[src/rtl/tt_pkg.sv]
// tt_pkg: shared state encoding, row count and row-to-bit mapping for truth table extraction
package tt_pkg;
  typedef enum logic [1:0] {IDLE, APPLY, SAMPLE, DONE} state_t;
  localparam int NUM_ROWS = 8;
  function automatic logic [2:0] row_to_bit(input logic [2:0] r);
    return 3'(NUM_ROWS - 1 - int'(r));
  endfunction
endpackage

[src/rtl/settle_timer.sv]
// settle_timer: counts hold cycles for the applied row and flags the final one
module settle_timer #(
  parameter int unsigned SETTLE_CYCLES = 4
) (
  input  logic clk,
  input  logic rst,
  input  logic clr,
  input  logic en,
  output logic expire
);
  logic [7:0] cnt_q, cnt_d;
  // clear has priority so a new row always starts from zero
  always_comb cnt_d = clr ? 8'd0 : en ? cnt_q + 8'd1 : cnt_q;
  // counter register
  always_ff @(posedge clk or posedge rst)
    if (rst) cnt_q <= 8'd0;
    else cnt_q <= cnt_d;
  assign expire = en && (cnt_q == 8'(SETTLE_CYCLES - 1));
endmodule

[src/rtl/truth_table_extractor.sv]
// truth_table_extractor: sweeps all 3-input rows through a gate and assembles its 8-bit truth table
module truth_table_extractor
  import tt_pkg::*;
#(
  parameter int unsigned SETTLE_CYCLES = 4
) (
  input  logic       clk,
  input  logic       rst,
  input  logic       start,
  output logic       busy,
  output logic       done,
  output logic [7:0] tt_out,
  output logic       tt_valid,
  output logic       unstable,
  output logic       dut_in1,
  output logic       dut_in2,
  output logic       dut_in3,
  input  logic       dut_out
);
  state_t     state_q, state_d;
  logic [2:0] row_q, row_d;
  logic [7:0] tt_q, tt_d;
  logic       s0_q, s0_d, valid_q, valid_d, unstable_q, unstable_d, expire;
  settle_timer #(.SETTLE_CYCLES(SETTLE_CYCLES)) u_timer (
    .clk(clk),
    .rst(rst),
    .clr(state_q != APPLY),
    .en(state_q == APPLY),
    .expire(expire)
  );
  // sweep sequencing: settle, double-sample, record bit, advance row
  always_comb begin
    state_d    = state_q;
    row_d      = row_q;
    tt_d       = tt_q;
    s0_d       = s0_q;
    valid_d    = valid_q;
    unstable_d = unstable_q;
    case (state_q)
      IDLE: if (start) begin
        row_d      = 3'd0;
        tt_d       = 8'h00;
        valid_d    = 1'b0;
        unstable_d = 1'b0;
        state_d    = APPLY;
      end
      APPLY: if (expire) begin
        s0_d    = dut_out;
        state_d = SAMPLE;
      end
      SAMPLE: begin
        tt_d[row_to_bit(row_q)] = dut_out;
        unstable_d = unstable_q | (s0_q != dut_out);
        valid_d    = row_q == 3'(NUM_ROWS - 1);
        state_d    = valid_d ? DONE : APPLY;
        row_d      = valid_d ? row_q : row_q + 3'd1;
      end
      DONE: state_d = IDLE;
      default: state_d = IDLE;
    endcase
  end
  // state and result registers
  always_ff @(posedge clk or posedge rst)
    if (rst) begin
      state_q    <= IDLE;
      row_q      <= 3'd0;
      tt_q       <= 8'h00;
      s0_q       <= 1'b0;
      valid_q    <= 1'b0;
      unstable_q <= 1'b0;
    end else begin
      state_q    <= state_d;
      row_q      <= row_d;
      tt_q       <= tt_d;
      s0_q       <= s0_d;
      valid_q    <= valid_d;
      unstable_q <= unstable_d;
    end
  assign busy     = (state_q == APPLY) || (state_q == SAMPLE);
  assign done     = state_q == DONE;
  assign tt_out   = tt_q;
  assign tt_valid = valid_q;
  assign unstable = unstable_q;
  assign {dut_in1, dut_in2, dut_in3} = busy ? row_q : 3'd0;
endmodule

[config.mk]
export PLATFORM = sky130hd
export DESIGN_NAME = truth_table_extractor
export DESIGN_NICKNAME = d
export VERILOG_FILES = /design/src/rtl/tt_pkg.sv /design/src/rtl/settle_timer.sv /design/src/rtl/truth_table_extractor.sv
export SDC_FILE = /design/constraint.sdc
export NUM_CORES = 1
export LEC_CHECK = 0
export ABC_AREA = 0
export CAP_MARGIN = 20
export CORE_MARGIN = 2
export CORE_UTILIZATION = 53
export CTS_CLUSTER_DIAMETER = 200
export DETAILED_ROUTE_END_ITERATION = 10
export MAX_ROUTING_LAYER = met4
export PLACE_DENSITY = 0.78
export SLEW_MARGIN = 20
export SYNTH_ARGS = -nofsm -noshare
export SYNTH_HDL_FRONTEND = slang
export SYNTH_SLANG_ARGS = --single-unit
[constraint.sdc]
create_clock -name clk -period 2 [get_ports clk]
set_input_delay 0.2 -clock clk [delete_from_list [all_inputs] [get_ports clk]]
set_output_delay 0.2 -clock clk [all_outputs]
set_load 0.02 [all_outputs]
==> results of run 1 <==
## state kept, by name, summed over array words and instances (netlist names)
signal	count
s0_q	1
state_q	2
u_timer.cnt_q	8
tt_valid	1
tt_out	8
unstable	1
row_q	3
## per-stage QoR
step | util [%] | cells
6_report | 64.1 | 179
5_1_grt | 64.1 | 179
4_1_cts | 64.1 | 179
3_5_place_dp | 63.3 | 176
3_3_place_gp | 63.3 | 176
2_1_floorplan | - | 130
## where the power goes
part           switching [uW]  internal [uW]
Clock                     137           70.5
Combinational             505            379
Sequential                131            583
## kinds of logic after synthesis
kind of cell,share of synthesized area [%]
AOI/OAI and AO/OA,7.25
xor gates and xnor gates,4.67
adders and majority gates,7.63
buffers and inverters,2.57
DFF,45.8
muxes,9.53
and+or+nand+nor,22.6
## cells in the mapped netlist, drive strengths merged
master,n,share of area [%]
a21oi,4,1.5
a221o,1,0.76
a22o,2,1.3
a22oi,1,0.57
a32o,1,0.76
and2,4,1.9
and3,2,0.95
buf,3,1.1
clkbuf,1,0.29
dfrtp,24,46
ha,8,7.6
inv,4,1.1
mux2,1,0.86
mux2i,11,8.7
nand2,19,5.4
nand3,8,3.1
nand3b,4,2.3
nor2,12,4.0
nor2b,3,2.0
nor3,2,0.76
nor4b,1,1.1
o2111ai,1,0.67
o21ai,3,1.1
o22ai,1,0.48
or2,1,0.48
or2b,1,0.57
xnor2,1,0.67
xor2,6,4.0
## timing repair
action,CTS,global route
gates resized for setup,4,0
hold buffers,0,0
endpoints found under the setup margin,4,0
## layer usage
layer	part of all wire (%)	wire, um	vias to the layer above	global-route usage [%]
met5	0	0	-	-
met4	1.2	29	0	5.98
met3	4.2	105	7	6.39
met2	51	1280	29	34.3
met1	44	1100	481	23.6
li1	-	-	482	-
## layout make-up
cell class	count	area, um^2
Sequential cell	24	601
Timing Repair Buffer	20	190
Tap cell	30	37.5
Inverter	4	15.0
Clock buffer	3	22.5
Multi-Input combinational cell	98	678
Fill cell	202	866
## worst min-delay path by stage
| stage | startpoint | end | cells after the start |
|---|---|---|---|
| 3_3_place_gp | tt_valid | tt_valid | 1 |
| 6_report | rst | u_timer.cnt_q[6] | 3 |
| 5_1_grt | rst | tt_out[7] | 3 |
| 3_5_place_dp | tt_valid | tt_valid | 1 |
| 4_1_cts | rst | tt_out[4] | 3 |
| 2_1_floorplan | rst | row_q[0] | 1 |
## worst max-delay path, delay by kind of cell, from the launching register on
family | cells | cell delay (ns)
DFF | 1 | 0.44
buffers and inverters | 2 | 0.43
adders and majority gates | 1 | 0.35
and+or+nand+nor | 1 | 0.17
==> flow_metrics.tcl, run 1 <==
set metrics [dict create \
    p_total_uw 1810 \
    dr.pass1.iters 4 \
    hold_path.class "in -> async" \
    track_usage_pct 20.5 \
    finalCriticalPeriod_ns 1.90 \
    grt_max_degree 25 \
    slowest_stage "dfrtp_1" \
    period_share_pct 95.1 \
    dpl_worst_slack_ns 0.166 \
    yosysWarnings 0 \
    die-area_um2 2890 \
    antenna_found_initial 0 \
    clock_latency_ns 0.31 \
    p_leak_uw 0.000745 \
    placed_cell_area_um2 1530 \
    drtIter0Drc 21 \
    io_buffers 18 \
    critical_path_class "reg -> out" \
    start_util_pct 54.5 \
    cap_violations 0 \
    ir_drop_v 0.000758 \
    end_kind "output pin" \
    diodes 0 \
    power_density_nw_per_um2 1170 \
    finalSetupViolCount 0 \
    root_buffer "clkbuf_4" \
    maxSlewHeadroom_pct 68.3 \
    synth_seq_cells 24 \
    die_y_um 53.8 \
    worstSetupStartpoint "state_q[0]" \
    rsz0062_at_grt "false" \
    worstReg2RegStart "state_q[0]" \
    cts.clk_slew.worst_paths_ns 0.13 \
    synth_cell_types 31 \
    dieWidth_um 53.8 \
    gr-total-overflow 0 \
    r2r_cells 6 \
    cts_tree "yes" \
    hold_slack_ns 0.208 \
    mostFrequentLayoutCells "dfrtp_1 (24), nand2_1 (19), clkdlybuf4s50_1 (14)" \
    worst_pin_slew_ns 0.466 \
    cts.sinks 24 \
    place_hpwl_mm 1.83 \
    crit_chain "inv_1 -> ha_1 -> and2_1 -> dlygate4sd2_1" \
    synthCells 130 \
    synth_area_um2 1310 \
    core_area_um2 2410 \
    drive_gt1_share_pct 7.38 \
    vias 999 \
    grt_pass1_vias 929 \
    slowest_delay_ns 0.44 \
    clockBufferDepth 2 \
    status "finished clean" \
    fin_skew_ns 0.00942 \
    timing.final.ws_setup_ns 0.0986 \
    cts_setup_buffers 0 \
    drc 0 \
    cts_max_level 1 \
    syn_nets 142 \
    gp_congestion 0.790 \
    final_area_um2 1540 \
    reg2reg_to "tt_out[3]" \
    avgViaCountPerCell 5.58 \
    hold_violations 0 \
    fmax_mhz 526 \
    wire_per_inst_um 14.1 \
    nets 163 \
    ioPinCount 19 \
    grt_pass1_wl_mm 4.15 \
    yosysSeqAreaShare_pct 45.8 \
    crit_path_end "dut_in2" \
    synth.avg_cell_area_um2 10.1 \
    crit_arrival_ns 1.70 \
    wl_mm 2.52 \
    final_common_cell "dfrtp_1" \
    rows 18 \
    rrSetupSlack_ns 0.13 \
    syn2layout_area_growth_pct 17.6 \
    critPathMaxFanout 4 \
    cts_buffers 3 \
    worst_setup_path_start_kind "flop" \
    critPathRequiredTime_ns 1.80 \
    tns_ns 0 \
    postRouteAntennaNets 0 \
    drv_slew 0 \
]
Power figures use the tool's default switching activity.
==> inputs of run 2 (changes only) <==
Settings changed: CORE_MARGIN 2 to unset.
==> flow_metrics.tcl, run 2 (synthesis gave the netlist of run 1 again) <==
set metrics [dict create \
    status "finished clean" \
    rsz0062_at_grt "false" \
    rows 17 \
    gp_congestion 0.818 \
    gr-total-overflow 0 \
    end_kind "output pin" \
    fmax_mhz 533 \
    dieWidth_um 51.8 \
    vias 975 \
    io_buffers 18 \
    p_leak_uw 0.000764 \
    track_usage_pct 21.6 \
    worstSetupStartpoint "state_q[0]" \
    dr.pass1.iters 4 \
    start_util_pct 57.7 \
    slowest_stage "dfrtp_1" \
    crit_chain "inv_1 -> ha_1 -> and2_1 -> dlygate4sd2_1" \
    fin_skew_ns 0.00429 \
    core_area_um2 2280 \
    cap_violations 0 \
    tns_ns 0 \
    maxSlewHeadroom_pct 71.5 \
    power_density_nw_per_um2 1230 \
    root_buffer "clkbuf_4" \
    worst_setup_path_start_kind "flop" \
    clock_latency_ns 0.31 \
    postRouteAntennaNets 0 \
    critPathMaxFanout 4 \
    clockBufferDepth 2 \
    cts_buffers 3 \
    num-fill-cells 168 \
    critical_path_class "reg -> out" \
    grt_max_degree 25 \
    period_share_pct 93.8 \
    dpl_worst_slack_ns 0.214 \
    final_common_cell "dfrtp_1" \
    drc 0 \
    wire_per_inst_um 13.4 \
    cts_setup_buffers 0 \
    worstReg2RegStart "state_q[0]" \
    cts.sinks 24 \
    die_y_um 51.8 \
    wl_mm 2.40 \
    drive_gt1_share_pct 8.61 \
    worst_pin_slew_ns 0.420 \
    die-area_um2 2680 \
    ioPinCount 19 \
    syn2layout_area_growth_pct 20.3 \
    place_hpwl_mm 1.75 \
    crit_arrival_ns 1.68 \
    critPathRequiredTime_ns 1.80 \
    cts_max_level 1 \
    finalSetupViolCount 0 \
    grt_pass1_vias 953 \
    holdBufCountCts 0 \
    hold_path.class "in -> async" \
    ir_drop_v 0.000880 \
    cts_tree "yes" \
    drtIter0Drc 22 \
    avgViaCountPerCell 5.45 \
    antenna_found_initial 0 \
    timing.final.ws_setup_ns 0.125 \
    finalCriticalPeriod_ns 1.88 \
    diodes 0 \
    hold_violations 0 \
    slowest_delay_ns 0.42 \
    cts.clk_slew.worst_paths_ns 0.13 \
    mostFrequentLayoutCells "dfrtp_1 (24), nand2_1 (19), clkdlybuf4s50_1 (14)" \
    rrSetupSlack_ns 0.20 \
    nets 164 \
    grt_pass1_wl_mm 4.15 \
    drv_slew 0 \
]
[run 2: path summary, 6_finish.rpt]
path                                    end  depth (start not counted)
max in group asynchronous  u_timer.cnt_q[2]                          3
hold reg to reg            u_timer.cnt_q[0]                          1
setup / recovery                    dut_in2                          4
min in group clk           u_timer.cnt_q[0]                          1
hold / removal             u_timer.cnt_q[5]                          3
setup reg to reg                  tt_out[4]                          6
[run 2: cell type report]
cell class	count	area, um^2	area share (%)
tap	28	35.0	2.22
clock inverter	1	30.0	1.90
timing repair buffer	21	198	12.5
sequential	24	601	38.0
clock buffer	3	22.5	1.43
multi-input combinational	98	678	42.9
inverter	4	15.0	0.951
[run 2: stage by stage]
stage          hold slack, ns  area (um^2)  std cells  util (%)  total power, uW
2_1_floorplan           0.215         1310        130         -             1340
3_3_place_gp            0.488         1530        175      67.3             1600
3_5_place_dp            0.483         1530        175      67.3             1640
4_1_cts                 0.217         1580        179      69.4             1960
5_1_grt                 0.226         1580        179      69.4             2090
6_report                0.219         1580        179      69.4             1950
[run 2: metal layers]
metal / track usage, % / vias to the layer above / wire length, um
met5: - / - / 0
met4: 5.41 / 0 / 12
met3: 3.51 / 2 / 50
met2: 37.4 / 17 / 1210
met1: 26.4 / 471 / 1130
li1: - / 485 / -
[run 2: critical path: cells and delay by family (launching register included)]
kind                       cells  cell delay, ns
DFF                            1            0.42
buffers and inverters          2            0.43
adders and majority gates      1            0.35
and+or+nand+nor                1            0.17
[run 2: power breakdown]
group / internal (uW) / total (uW) / switching (uW)
clock: 202 / 346 / 144
sequential: 583 / 689 / 106
combinational: 392 / 915 / 523
[run 2: repair_timing]
item                                    CTS  global route
endpoints found under the setup margin    4             0
endpoints found under the hold margin     0             0
gates resized for setup                   4             0
==> inputs of run 3 (changes only) <==
Settings changed: CTS_CLUSTER_SIZE set to 28.
==> results of run 3 <==
The final DEF is identical to that of run 2; final timing and power are the same.
